$ cat config.mk
export PLATFORM = sky130hd
export DESIGN_NAME = val2_shift_sequencer
export DESIGN_NICKNAME = d
export VERILOG_FILES = /design/src/rtl/val2_pkg.sv /design/src/rtl/val2_step_unit.sv /design/src/rtl/val2_shift_sequencer.sv
export SDC_FILE = /design/constraint.sdc
export NUM_CORES = 1
export LEC_CHECK = 0
export CORE_MARGIN = 10
export CORE_UTILIZATION = 45
export DETAILED_ROUTE_END_ITERATION = 16
export HOLD_SLACK_MARGIN = 0.08
export PLACE_DENSITY = 0.69
export REMOVE_ABC_BUFFERS = 1
export SYNTH_ARGS = -nofsm -noshare
export SYNTH_HDL_FRONTEND = slang
export SYNTH_SLANG_ARGS = --single-unit
$ cat constraint.sdc
create_clock -name clk -period 3 [get_ports clk]
set_clock_uncertainty 0.15 [all_clocks]
set_input_delay 0.3 -clock clk [delete_from_list [all_inputs] [get_ports clk]]
set_output_delay 0.3 -clock clk [all_outputs]
set_load 0.1 [all_outputs]
$ cat src/rtl/val2_pkg.sv
// Shared definitions for the Val2 shift sequencer: shift opcodes, FSM states and
// the STEP_BITS legality rule.
package val2_pkg;

   localparam logic [1:0] SH_LSL = 2'b00;
   localparam logic [1:0] SH_LSR = 2'b01;
   localparam logic [1:0] SH_ASR = 2'b10;
   localparam logic [1:0] SH_ROR = 2'b11;

   typedef enum logic [1:0] {
      S_IDLE  = 2'd0,
      S_SHIFT = 2'd1,
      S_DONE  = 2'd2
   } state_t;

   function automatic bit step_bits_legal(int unsigned step);
      return (step == 1) || (step == 2) || (step == 4) || (step == 8);
   endfunction

endpackage

$ cat src/rtl/val2_step_unit.sv
// One iteration of the Val2 shifter: shift/rotate work by k (k <= STEP_BITS) positions.
module val2_step_unit
   import val2_pkg::*;
(
   input  logic [31:0] work,
   input  logic [1:0]  op,
   input  logic [4:0]  k,
   input  logic        fill,
   output logic [31:0] result
);

   logic [5:0] kk;
   logic [5:0] inv;

   assign kk  = {1'b0, k};
   assign inv = 6'd32 - kk;

   // A shift by inv == 32 yields zero, so k == 0 degenerates cleanly to a pass-through.
   always_comb begin
      result = work;
      unique case (op)
         SH_LSL:  result = work << kk;
         SH_LSR:  result = work >> kk;
         SH_ASR:  result = (work >> kk) | ({32{fill}} << inv);
         SH_ROR:  result = (work >> kk) | (work << inv);
         default: result = work;
      endcase
   end

endmodule

$ cat src/rtl/val2_shift_sequencer.sv
// Multi-cycle Val2 generator: latches the operand at start, shifts STEP_BITS per cycle,
// and publishes the result on val2 with a one-cycle done pulse.
module val2_shift_sequencer
   import val2_pkg::*;
#(
   parameter int unsigned STEP_BITS = 1
) (
   input  logic        clk,
   input  logic        rst,
   input  logic        flush,
   input  logic        start,
   input  logic [31:0] val_rm,
   input  logic        imm,
   input  logic        mem_cmd,
   input  logic [11:0] shift_operand,
   output logic        ready,
   output logic        busy,
   output logic        done,
   output logic [31:0] val2
);

   if (!step_bits_legal(STEP_BITS)) begin : g_illegal_step
      $error("val2_shift_sequencer: STEP_BITS must be 1, 2, 4 or 8");
   end

   localparam logic [4:0] STEP = 5'(STEP_BITS);

   state_t      state;
   logic [31:0] work;
   logic [1:0]  op;
   logic [4:0]  rem;
   logic        fill;

   logic [31:0] dec_work;
   logic [1:0]  dec_op;
   logic [4:0]  dec_amt;
   logic [4:0]  k;
   logic [31:0] step_out;

   // Operand decode; mem_cmd outranks imm, which outranks the register form.
   always_comb begin
      dec_work = val_rm;
      dec_op   = shift_operand[6:5];
      dec_amt  = shift_operand[11:7];
      if (mem_cmd) begin
         dec_work = {{20{shift_operand[11]}}, shift_operand};
         dec_op   = SH_LSL;
         dec_amt  = 5'd0;
      end else if (imm) begin
         dec_work = {24'b0, shift_operand[7:0]};
         dec_op   = SH_ROR;
         dec_amt  = {shift_operand[11:8], 1'b0};
      end
   end

   assign k = (rem < STEP) ? rem : STEP;

   val2_step_unit u_step (
      .work   (work),
      .op     (op),
      .k      (k),
      .fill   (fill),
      .result (step_out)
   );

   always_ff @(posedge clk or negedge rst) begin
      if (!rst) begin
         state <= S_IDLE;
         work  <= '0;
         op    <= SH_LSL;
         rem   <= '0;
         fill  <= 1'b0;
         val2  <= '0;
      end else begin
         unique case (state)
            S_IDLE, S_DONE: begin
               if (!flush && start) begin
                  work <= dec_work;
                  op   <= dec_op;
                  rem  <= dec_amt;
                  fill <= val_rm[31];
                  if (dec_amt == 5'd0) begin
                     state <= S_DONE;
                     val2  <= dec_work;
                  end else begin
                     state <= S_SHIFT;
                  end
               end else begin
                  state <= S_IDLE;
               end
            end
            S_SHIFT: begin
               if (flush) begin
                  state <= S_IDLE;
               end else begin
                  work <= step_out;
                  rem  <= rem - k;
                  if (rem == k) begin
                     state <= S_DONE;
                     val2  <= step_out;
                  end
               end
            end
            default: state <= S_IDLE;
         endcase
      end
   end

   assign ready = (state == S_IDLE) || (state == S_DONE);
   assign busy  = (state == S_SHIFT);
   assign done  = (state == S_DONE);

endmodule
==> results of run 1 <==
[final cells by class]
class | count | area, um2 | area share [%]
repair buffers | 112 | 976 | 15.5
clock inverters | 6 | 138 | 2.18
flip-flops and latches | 74 | 1850 | 29.4
inverters | 10 | 43.8 | 0.695
multi-input cells | 447 | 2880 | 45.8
well taps | 143 | 179 | 2.84
clock buffers | 10 | 229 | 3.63
[metal layers]
| layer | wire length, um | GRT usage (%) | vias to the layer above |
|---|---|---|---|
| li1 | - | - | 2348 |
| met1 | 7870 | 28.8 | 2445 |
| met2 | 8320 | 34.8 | 188 |
| met3 | 1040 | 3.80 | 23 |
| met4 | 335 | 7.84 | 0 |
| met5 | 0 | 0 | - |
[path summary, 6_finish.rpt]
path / from / to / slack, ps / cells past startpoint
min: val2[16]$_DFFE_PN0P_ / val2[16]$_DFFE_PN0P_ / 330 / 2
min reg2reg: val2[16]$_DFFE_PN0P_ / val2[16]$_DFFE_PN0P_ / 330 / 2
max reg2reg: rem[3]$_DFFE_PN0P_ / val2[27]$_DFFE_PN0P_ / 160 / 9
min in group asynchronous: rst / val2[26]$_DFFE_PN0P_ / 500 / 2
max: rem[3]$_DFFE_PN0P_ / val2[27]$_DFFE_PN0P_ / 160 / 9
max in group asynchronous: rst / val2[14]$_DFFE_PN0P_ / 1570 / 2
[metrics by stage]
step	power, mW	worst slack (ps)
after detailed placement	4.45	203
after floorplan	3.59	-475
after global routing	6.07	91.8
after CTS	5.81	199
after global placement	4.40	239
final	5.79	165
[cell families after synthesis]
kind of cell               Yosys count  synth area share, %
AOI/OAI and AO/OA                  215                 28.3
other                                1               0.0726
adders and majority gates            3                0.727
muxes                               50                 10.4
and+or+nand+nor                    178                 16.3
DFF                                 74                 35.9
buffers and inverters               63                 8.36
[flip-flops by register name (all words and copies together) (netlist names)]
name	count
fill	1
op	2
val2	32
work	32
rem	5
state	2
[cells in the final DEF, fill, tap and decap left out, types with 11 or more instances in the layout]
cell / count
nand2_1: 84
dfrtp_1: 74
buf_4: 62
a21oi_1: 48
clkdlybuf4s50_1: 48
mux2_2: 30
o31ai_1: 29
a31oi_1: 26
nand3_1: 25
o21ai_0: 21
nor3_1: 20
mux2i_1: 20
o21ai_1: 19
nor2_1: 13
a21o_1: 12
a311oi_1: 11
[Yosys cell counts, types with 5 or more instances]
cell,count,area share (%)
mux2i_1,20,3.9
clkbuf_8,9,2.4
clkbuf_1,17,1.2
o21ai_0,22,2.1
buf_2,13,1.3
a31oi_1,26,3.1
a211oi_1,8,1.2
nor3_1,20,1.9
inv_1,8,0.58
o21ai_1,18,1.7
dfrtp_1,74,36
nand3_1,25,2.4
buf_6,7,1.5
o31ai_1,29,4.2
nand2b_1,5,0.61
a21oi_1,48,4.7
a21o_1,12,1.7
a311o_1,5,0.97
a311oi_1,11,1.9
nor2_1,14,1.0
mux2_2,30,6.5
a221oi_1,5,0.85
nand2_1,84,6.1
[worst register-to-register path, stage by stage (launching register included)]
cell,delay (ps)
dfrtp_1,440
nor2_1,120
nand2_4,90
clkinv_4,110
ha_1,370
nand3b_1,220
a21oi_1,70
o311a_1,290
a2111oi_1,670
o31ai_1,170
[power breakdown]
| group | leakage (nW) | total [mW] | internal, mW | switching [mW] |
|---|---|---|---|---|
| logic | 1.50 | 2.76 | 0.799 | 1.97 |
| registers | 0.911 | 1.69 | 1.29 | 0.392 |
| clock network | 0.177 | 1.34 | 0.901 | 0.441 |
[timing repair]
| action | 4_1_cts | 5_1_grt |
|---|---|---|
| gates resized for setup | 0 | 0 |
| endpoints found under the hold margin | 74 | 0 |
| hold buffers | 1 | 0 |
==> results.py, run 1 <==
metrics = {
    "outcome": {
        "status": "completed",
    },
    "global_routing": {
        "grt_util_all_layers_pct": 21.7,
        "grt_pass1_wl_mm": 28.6,
        "grt_max_degree": 75,
        "grt_pass1_vias": 5149,
        "antenna_found_initial": 0,
        "grt.overflow.total": 0,
    },
    "clocking": {
        "numCtsBuffers": 9,
        "clockBufferDepth": 2,
        "post-cts-setup-buffers": 0,
        "clk_latency_ps": 350,
        "clkSlewWorstSetupHoldPaths_ps": 60,
        "clock_sinks": 74,
        "htreeDepth": 3,
        "cts_tree": "built",
        "root_buffer": "clkbuf_16",
    },
    "timing": {
        "hold-worst-slack_ps": 335,
        "grt_setup_unrepaired": "no",
        "slew_headroom_pct": 35.0,
        "fmax_mhz": 353,
        "drv_slew": 0,
        "finalCritPeriodShare_pct": 94.5,
        "fin_setup_tns_ps": 0,
        "finalSetupViolCount": 0,
        "hold_violations": 0,
        "fin_crit_ps": 2840,
        "worst_pin_slew_ps": 975,
    },
    "finish": {
        "syn2layout_area_growth_pct": 22.0,
        "fin_util_pct": 55.7,
        "fillers": 1059,
        "fin_area_mm2": 0.00630,
        "finalNetCount": 707,
        "drive_above_1_share_pct": 19.9,
        "diodes": 0,
        "final_cells": 802,
    },
    "synth": {
        "synth_seq_cells": 74,
        "synth_edf_count": 0,
        "synth_ff_type": "dfrtp_1",
        "synthDistinctLibCells": 65,
        "syn_area_per_cell_um2": 8.84,
        "synthesis.area_mm2": 0.00516,
        "ys_async_sr_fraction_pct": 100,
        "netlist_instances": 584,
        "ys_warn_count": 0,
        "yosysSeqAreaShare_pct": 35.9,
    },
    "floorplan": {
        "fp.dieH_um": 127,
        "rows": 39,
        "start_util_pct": 45.6,
        "core-area_mm2": 0.0113,
        "ios": 85,
        "die_x_um": 127,
        "design.die.area_mm2": 0.0162,
    },
    "critical_path": {
        "end_kind": "register",
        "slowest_delay_ps": 670,
        "cp_max_fo": 13,
        "cp-start-kind": "register",
        "crit_chain": "nor2_1 > nand2_4 > clkinv_4 > ha_1 > nand3b_1 > a21oi_1 > o311a_1 > a2111oi_1 > o31ai_1",
        "crit_required_ps": 3060,
        "cp_slowest_cell": "a2111oi_1",
        "arrival_ps": 2890,
        "critPathTopFamily": "compound AO/OA/AOI/OAI gates",
        "critPathBufInv": 1,
        "worstSetupPathType": "reg2reg",
    },
    "placed_design": {
        "place_congestion": 0.908,
        "port_buffers": 84,
        "dpl_cell_area_mm2": 0.00592,
        "place_inst": 785,
        "post-dp-hpwl_mm": 12.6,
    },
    "run": {
        "cap_violations": 0,
    },
    "detailed_routing": {
        "drtAntennaViolNets": 0,
        "wl_per_cell_um": 21.9,
        "via_per_inst": 6.24,
        "drt-total-wl_mm": 17.6,
        "firstDrtPassIters": 5,
        "drt_iter0_drc": 490,
        "drc": 0,
        "vias": 5004,
    },
    "pwr": {
        "leakage_nw": 2.59,
        "ir_drop_v": 0.000748,
        "power_density_mw_per_mm2": 919,
    },
    "worst_hold_path": {
        "hold_class": "reg2reg",
    },
}
Power figures use the tool's default switching activity.
==> inputs of run 2 (changes only) <==
Settings changed: GPL_ROUTABILITY_DRIVEN set to 0.
==> run 2 against run 1 <==
  * Final area fell by 1.2%
  * Non-clock buffer count is 3 lower
  * Register-to-register slack better by 50 ps
  * Count of clock-buffer cells in the layout increased by 2
  * Core utilization decreased by 0.65 points
  * Die area is the same
  * Sequential power is essentially flat
  * Hold slack lost 7.6 ps
  * Cell count shrank 0.37%
  * Worst setup slack improved by 54 ps
  * Clock power shrank 16%
  * Combinational power about the same
==> results.py, run 2 (same netlist as run 1, synthesis figures left out) <==
metrics = {
    "pwr": {
        "p_total_mw": 5.54,
        "power_density_mw_per_mm2": 889,
        "ir_drop_v": 0.000673,
        "leakage_nw": 2.55,
    },
    "finish": {
        "finalNetCount": 704,
        "drive_above_1_share_pct": 19.7,
        "final-seq-area_mm2": 0.00185,
        "final_cell_mix": "nand2_1 (84), dfrtp_1 (74), buf_4 (59), a21oi_1 (48), clkdlybuf4s50_1 (48)",
        "fillers": 1084,
        "multi_input_area_mm2": 0.00288,
        "syn2layout_area_growth_pct": 20.6,
        "final_common_cell": "nand2_1",
        "fin_util_pct": 55.0,
        "reg_top3": "val2 (32), work (32), rem (5)",
        "diodes": 0,
    },
    "timing": {
        "fmax_mhz": 360,
        "fin_crit_ps": 2780,
        "grt_setup_unrepaired": "no",
        "finalCritPeriodShare_pct": 92.7,
        "worst_pin_slew_ps": 1030,
        "finalSetupViolCount": 0,
        "setup_ws_ps": 219,
        "slew_headroom_pct": 31.6,
        "hold-worst-slack_ps": 327,
        "hold_violations": 0,
        "drv_slew": 0,
    },
    "detailed_routing": {
        "drt_iter0_drc": 390,
        "vias": 5014,
        "drtAntennaViolNets": 0,
        "drc": 0,
        "firstDrtPassIters": 5,
        "drt-total-wl_mm": 16.2,
        "wl_per_cell_um": 20.3,
        "via_per_inst": 6.28,
    },
    "clocking": {
        "clkSlewWorstSetupHoldPaths_ps": 60,
        "cts_resized": 0,
        "cts_tree": "built",
        "root_buffer": "clkbuf_16",
        "clock_sinks": 74,
        "clk_latency_ps": 350,
        "clockBufferDepth": 2,
        "numCtsBuffers": 9,
        "htreeDepth": 3,
    },
    "global_routing": {
        "use_met1_pct": 25.6,
        "grt_util_all_layers_pct": 19.6,
        "gr-usage-met3_pct": 5.42,
        "antenna_found_initial": 0,
        "grt_pass1_wl_mm": 26.3,
        "grt_busiest_layer": "met2",
        "grt_max_degree": 75,
        "use_met2_pct": 30.1,
        "grt_pass1_vias": 5093,
        "grt.overflow.total": 0,
    },
    "floorplan": {
        "design.die.area_mm2": 0.0162,
        "die_x_um": 127,
        "core-area_mm2": 0.0113,
        "start_util_pct": 45.6,
        "fp.dieH_um": 127,
        "rows": 39,
        "ios": 85,
    },
    "outcome": {
        "status": "completed",
    },
    "critical_path": {
        "slowest_delay_ps": 520,
        "crit_required_ps": 3090,
        "worstSetupPathType": "reg2reg",
        "reg2reg_from": "rem[2]$_DFFE_PN0P_",
        "cp-endpoint": "val2[18]$_DFFE_PN0P_",
        "rrSetupSlack_ps": 220,
        "crit_chain": "nor3_2 > nand2_4 > clkinv_4 > ha_1 > buf_4 > nand2_1 > a211oi_4 > a311oi_1 > o31ai_1",
        "critPathLaunch": "rem[2]$_DFFE_PN0P_",
        "cp-start-kind": "register",
        "cp_max_fo": 13,
        "arrival_ps": 2870,
        "end_kind": "register",
        "r2r_cells": 9,
        "r2r-end": "val2[18]$_DFFE_PN0P_",
        "cp_slowest_cell": "a211oi_4",
    },
    "placed_design": {
        "post-dp-hpwl_mm": 11.6,
        "port_buffers": 84,
        "pre_cts_ws_ps": 296,
    },
    "run": {
        "cap_violations": 0,
    },
    "worst_hold_path": {
        "hold_depth": 2,
        "hold_class": "reg2reg",
    },
}
run 2: routing by layer:
layer,up-vias,wire length (um)
met3,35,1440
met5,-,0
met4,0,417
met1,2396,6930
li1,2332,-
met2,251,7460
run 2: cell type report:
| class | count | share of cell area [%] |
|---|---|---|
| inverter | 10 | 0.703 |
| sequential | 74 | 29.7 |
| tap | 143 | 2.87 |
| clock inverter | 4 | 0.784 |
| clock buffer | 12 | 4.28 |
| multi-input combinational | 447 | 46.3 |
| timing repair buffer | 109 | 15.3 |
run 2: where the power goes:
part / switching (mW) / total, mW / internal (mW)
logic: 1.94 / 2.74 / 0.794
registers: 0.373 / 1.67 / 1.30
clock network: 0.423 / 1.13 / 0.710
run 2: worst max-delay path: cells and delay by family (launching register included):
family	cells	cell delay (ps)
flops	1	430
compound gates	3	1050
fa+ha+maj	1	200
simple gates	3	530
buf+inv	2	310
run 2: through the flow:
stage	std cells	TNS, ps	instance area [um2]
6_report	799	0	6230
5_1_grt	799	0	6230
4_1_cts	799	0	6230
3_5_place_dp	782	0	5900
3_3_place_gp	782	0	5900
2_1_floorplan	531	-18710	4780
run 2: how the worst min path moves through the flow:
stage / startpoint / to
after detailed placement: val2[20]$_DFFE_PN0P_ / val2[20]$_DFFE_PN0P_
after CTS: val2[20]$_DFFE_PN0P_ / val2[20]$_DFFE_PN0P_
after global placement: val2[19]$_DFFE_PN0P_ / val2[19]$_DFFE_PN0P_
final: val2[20]$_DFFE_PN0P_ / val2[20]$_DFFE_PN0P_
after floorplan: rst / fill$_DFFE_PN0P_
after global routing: val2[25]$_DFFE_PN0P_ / val2[25]$_DFFE_PN0P_
run 2: what timing repair did:
item	in CTS	in global routing
buffers inserted	0	0
hold buffers	1	0
endpoints found under the hold margin	74	0
==> inputs of run 3 (changes only) <==
Settings changed: MAX_ROUTING_LAYER set to met4.
==> run 3 against run 2 <==
  * Non-clock buffer count stayed put
  * Clock power hardly changed
  * Largest power group unchanged
  * Critical endpoint unchanged
  * Highest routed layer unchanged
  * Hold slack hardly changed
  * Critical path depth stayed put
==> results.py, run 3 (same netlist as run 1, synthesis figures left out) <==
metrics = {
    "global_routing": {
        "grt_util_all_layers_pct": 20.2,
        "grt_pass1_wl_mm": 26.3,
        "grt_max_degree": 75,
        "antenna_found_initial": 0,
        "grt_pass1_vias": 5086,
        "grt.overflow.total": 0,
    },
    "finish": {
        "finalNetCount": 704,
        "reg_top3": "val2 (32), work (32), rem (5)",
        "fin_area_mm2": 0.00623,
        "drive_above_1_share_pct": 19.7,
        "fin_util_pct": 55.0,
        "final_cells": 799,
        "syn2layout_area_growth_pct": 20.6,
        "final_common_cell": "nand2_1",
        "final_cell_mix": "nand2_1 (84), dfrtp_1 (74), buf_4 (59), a21oi_1 (48), clkdlybuf4s50_1 (48)",
        "diodes": 0,
    },
    "critical_path": {
        "end_kind": "register",
        "crit_required_ps": 3090,
        "critPathLaunch": "rem[2]$_DFFE_PN0P_",
        "reg2reg_from": "rem[2]$_DFFE_PN0P_",
        "cp_max_fo": 13,
        "worstSetupPathType": "reg2reg",
        "arrival_ps": 2870,
        "cp-start-kind": "register",
        "r2r_cells": 9,
    },
    "timing": {
        "worst_pin_slew_ps": 997,
        "grt_setup_unrepaired": "no",
        "fin_crit_ps": 2780,
        "fmax_mhz": 360,
        "setup_ws_ps": 219,
        "drv_slew": 0,
        "fin_setup_tns_ps": 0,
        "slew_headroom_pct": 33.5,
        "hold-worst-slack_ps": 327,
        "hold_violations": 0,
        "finalSetupViolCount": 0,
        "finalCritPeriodShare_pct": 92.7,
    },
    "pwr": {
        "internal-power_mw": 2.80,
        "leakage_nw": 2.55,
        "seqPwrFrac_pct": 30.1,
        "switching_share_pct": 49.5,
        "clkPwrFrac_pct": 20.5,
        "power_density_mw_per_mm2": 891,
        "ir_drop_v": 0.000673,
        "pwr-share-comb_pct": 49.3,
        "p_total_mw": 5.55,
        "p_sw_mw": 2.75,
    },
    "detailed_routing": {
        "drtAntennaViolNets": 0,
        "via_per_inst": 6.23,
        "wl_per_cell_um": 20.3,
        "drt-total-wl_mm": 16.2,
        "drt_iter0_drc": 428,
        "vias": 4981,
        "drc": 0,
        "firstDrtPassIters": 5,
    },
    "placed_design": {
        "pre_cts_ws_ps": 296,
        "port_buffers": 84,
        "post-dp-hpwl_mm": 11.6,
        "place_inst": 782,
        "dpl_cell_area_mm2": 0.00590,
    },
    "floorplan": {
        "fp.dieH_um": 127,
        "die_x_um": 127,
        "design.die.area_mm2": 0.0162,
        "ios": 85,
        "core-area_mm2": 0.0113,
        "start_util_pct": 45.6,
        "rows": 39,
    },
    "clocking": {
        "root_buffer": "clkbuf_16",
        "clkSlewWorstSetupHoldPaths_ps": 60,
        "numCtsBuffers": 9,
        "clockBufferDepth": 2,
        "cts_tree": "built",
        "clk_latency_ps": 350,
        "htreeDepth": 3,
        "clock_sinks": 74,
    },
    "run": {
        "cap_violations": 0,
    },
    "outcome": {
        "status": "completed",
    },
    "worst_hold_path": {
        "hold_class": "reg2reg",
        "hold_depth": 2,
        "hold_path_startpoint": "val2[20]$_DFFE_PN0P_",
    },
}
==> run 3: worst paths after layout <==
path                       slack [ps]                    to
hold / removal                    330  val2[20]$_DFFE_PN0P_
max in group asynchronous        1590  work[12]$_DFFE_PN0P_
setup / recovery                  220  val2[18]$_DFFE_PN0P_
min in group asynchronous         510  val2[28]$_DFFE_PN0P_
hold reg to reg                   330  val2[20]$_DFFE_PN0P_
setup reg to reg                  220  val2[18]$_DFFE_PN0P_
==> run 3: metal layers <==
| metal | up-vias | GRT usage [%] | share of wire (%) |
|---|---|---|---|
| li1 | 2330 | - | - |
| met1 | 2381 | 26.4 | 45 |
| met2 | 233 | 30.0 | 45 |
| met3 | 37 | 4.43 | 6.9 |
| met4 | 0 | 7.50 | 2.7 |
| met5 | - | - | 0 |
==> run 3: area by class of cell <==
type	count	area, um2
Clock inverter	4	48.8
Multi-Input combinational cell	447	2880
Tap cell	143	179
Inverter	10	43.8
Fill cell	1084	5090
Timing Repair Buffer	109	953
Sequential cell	74	1850
Clock buffer	12	267
==> run 3: power groups by stage <==
stage               clock network, mW  registers (mW)  logic [mW]
floorplan                           0            2.60       0.989
global placement                    0            1.66        2.69
detailed placement                  0            1.67        2.73
CTS                              1.15            1.66        2.74
global route                     1.20            1.71        2.90
finish                           1.14            1.67        2.74
==> run 3: worst max-delay path, cell delays in order, from the launching register on <==
cell and delay (ps):
dfrtp_1 440, nor3_2 300, nand2_4 90, clkinv_4 120
ha_1 200, buf_4 180, nand2_1 150, a211oi_4 520
a311oi_1 230, o31ai_1 310
==> run 3: timing repair <==
item / CTS / global route
endpoints found under the hold margin: 74 / 0
hold buffers: 1 / 0
resized for setup: 0 / 0
setup buffers: 0 / 0
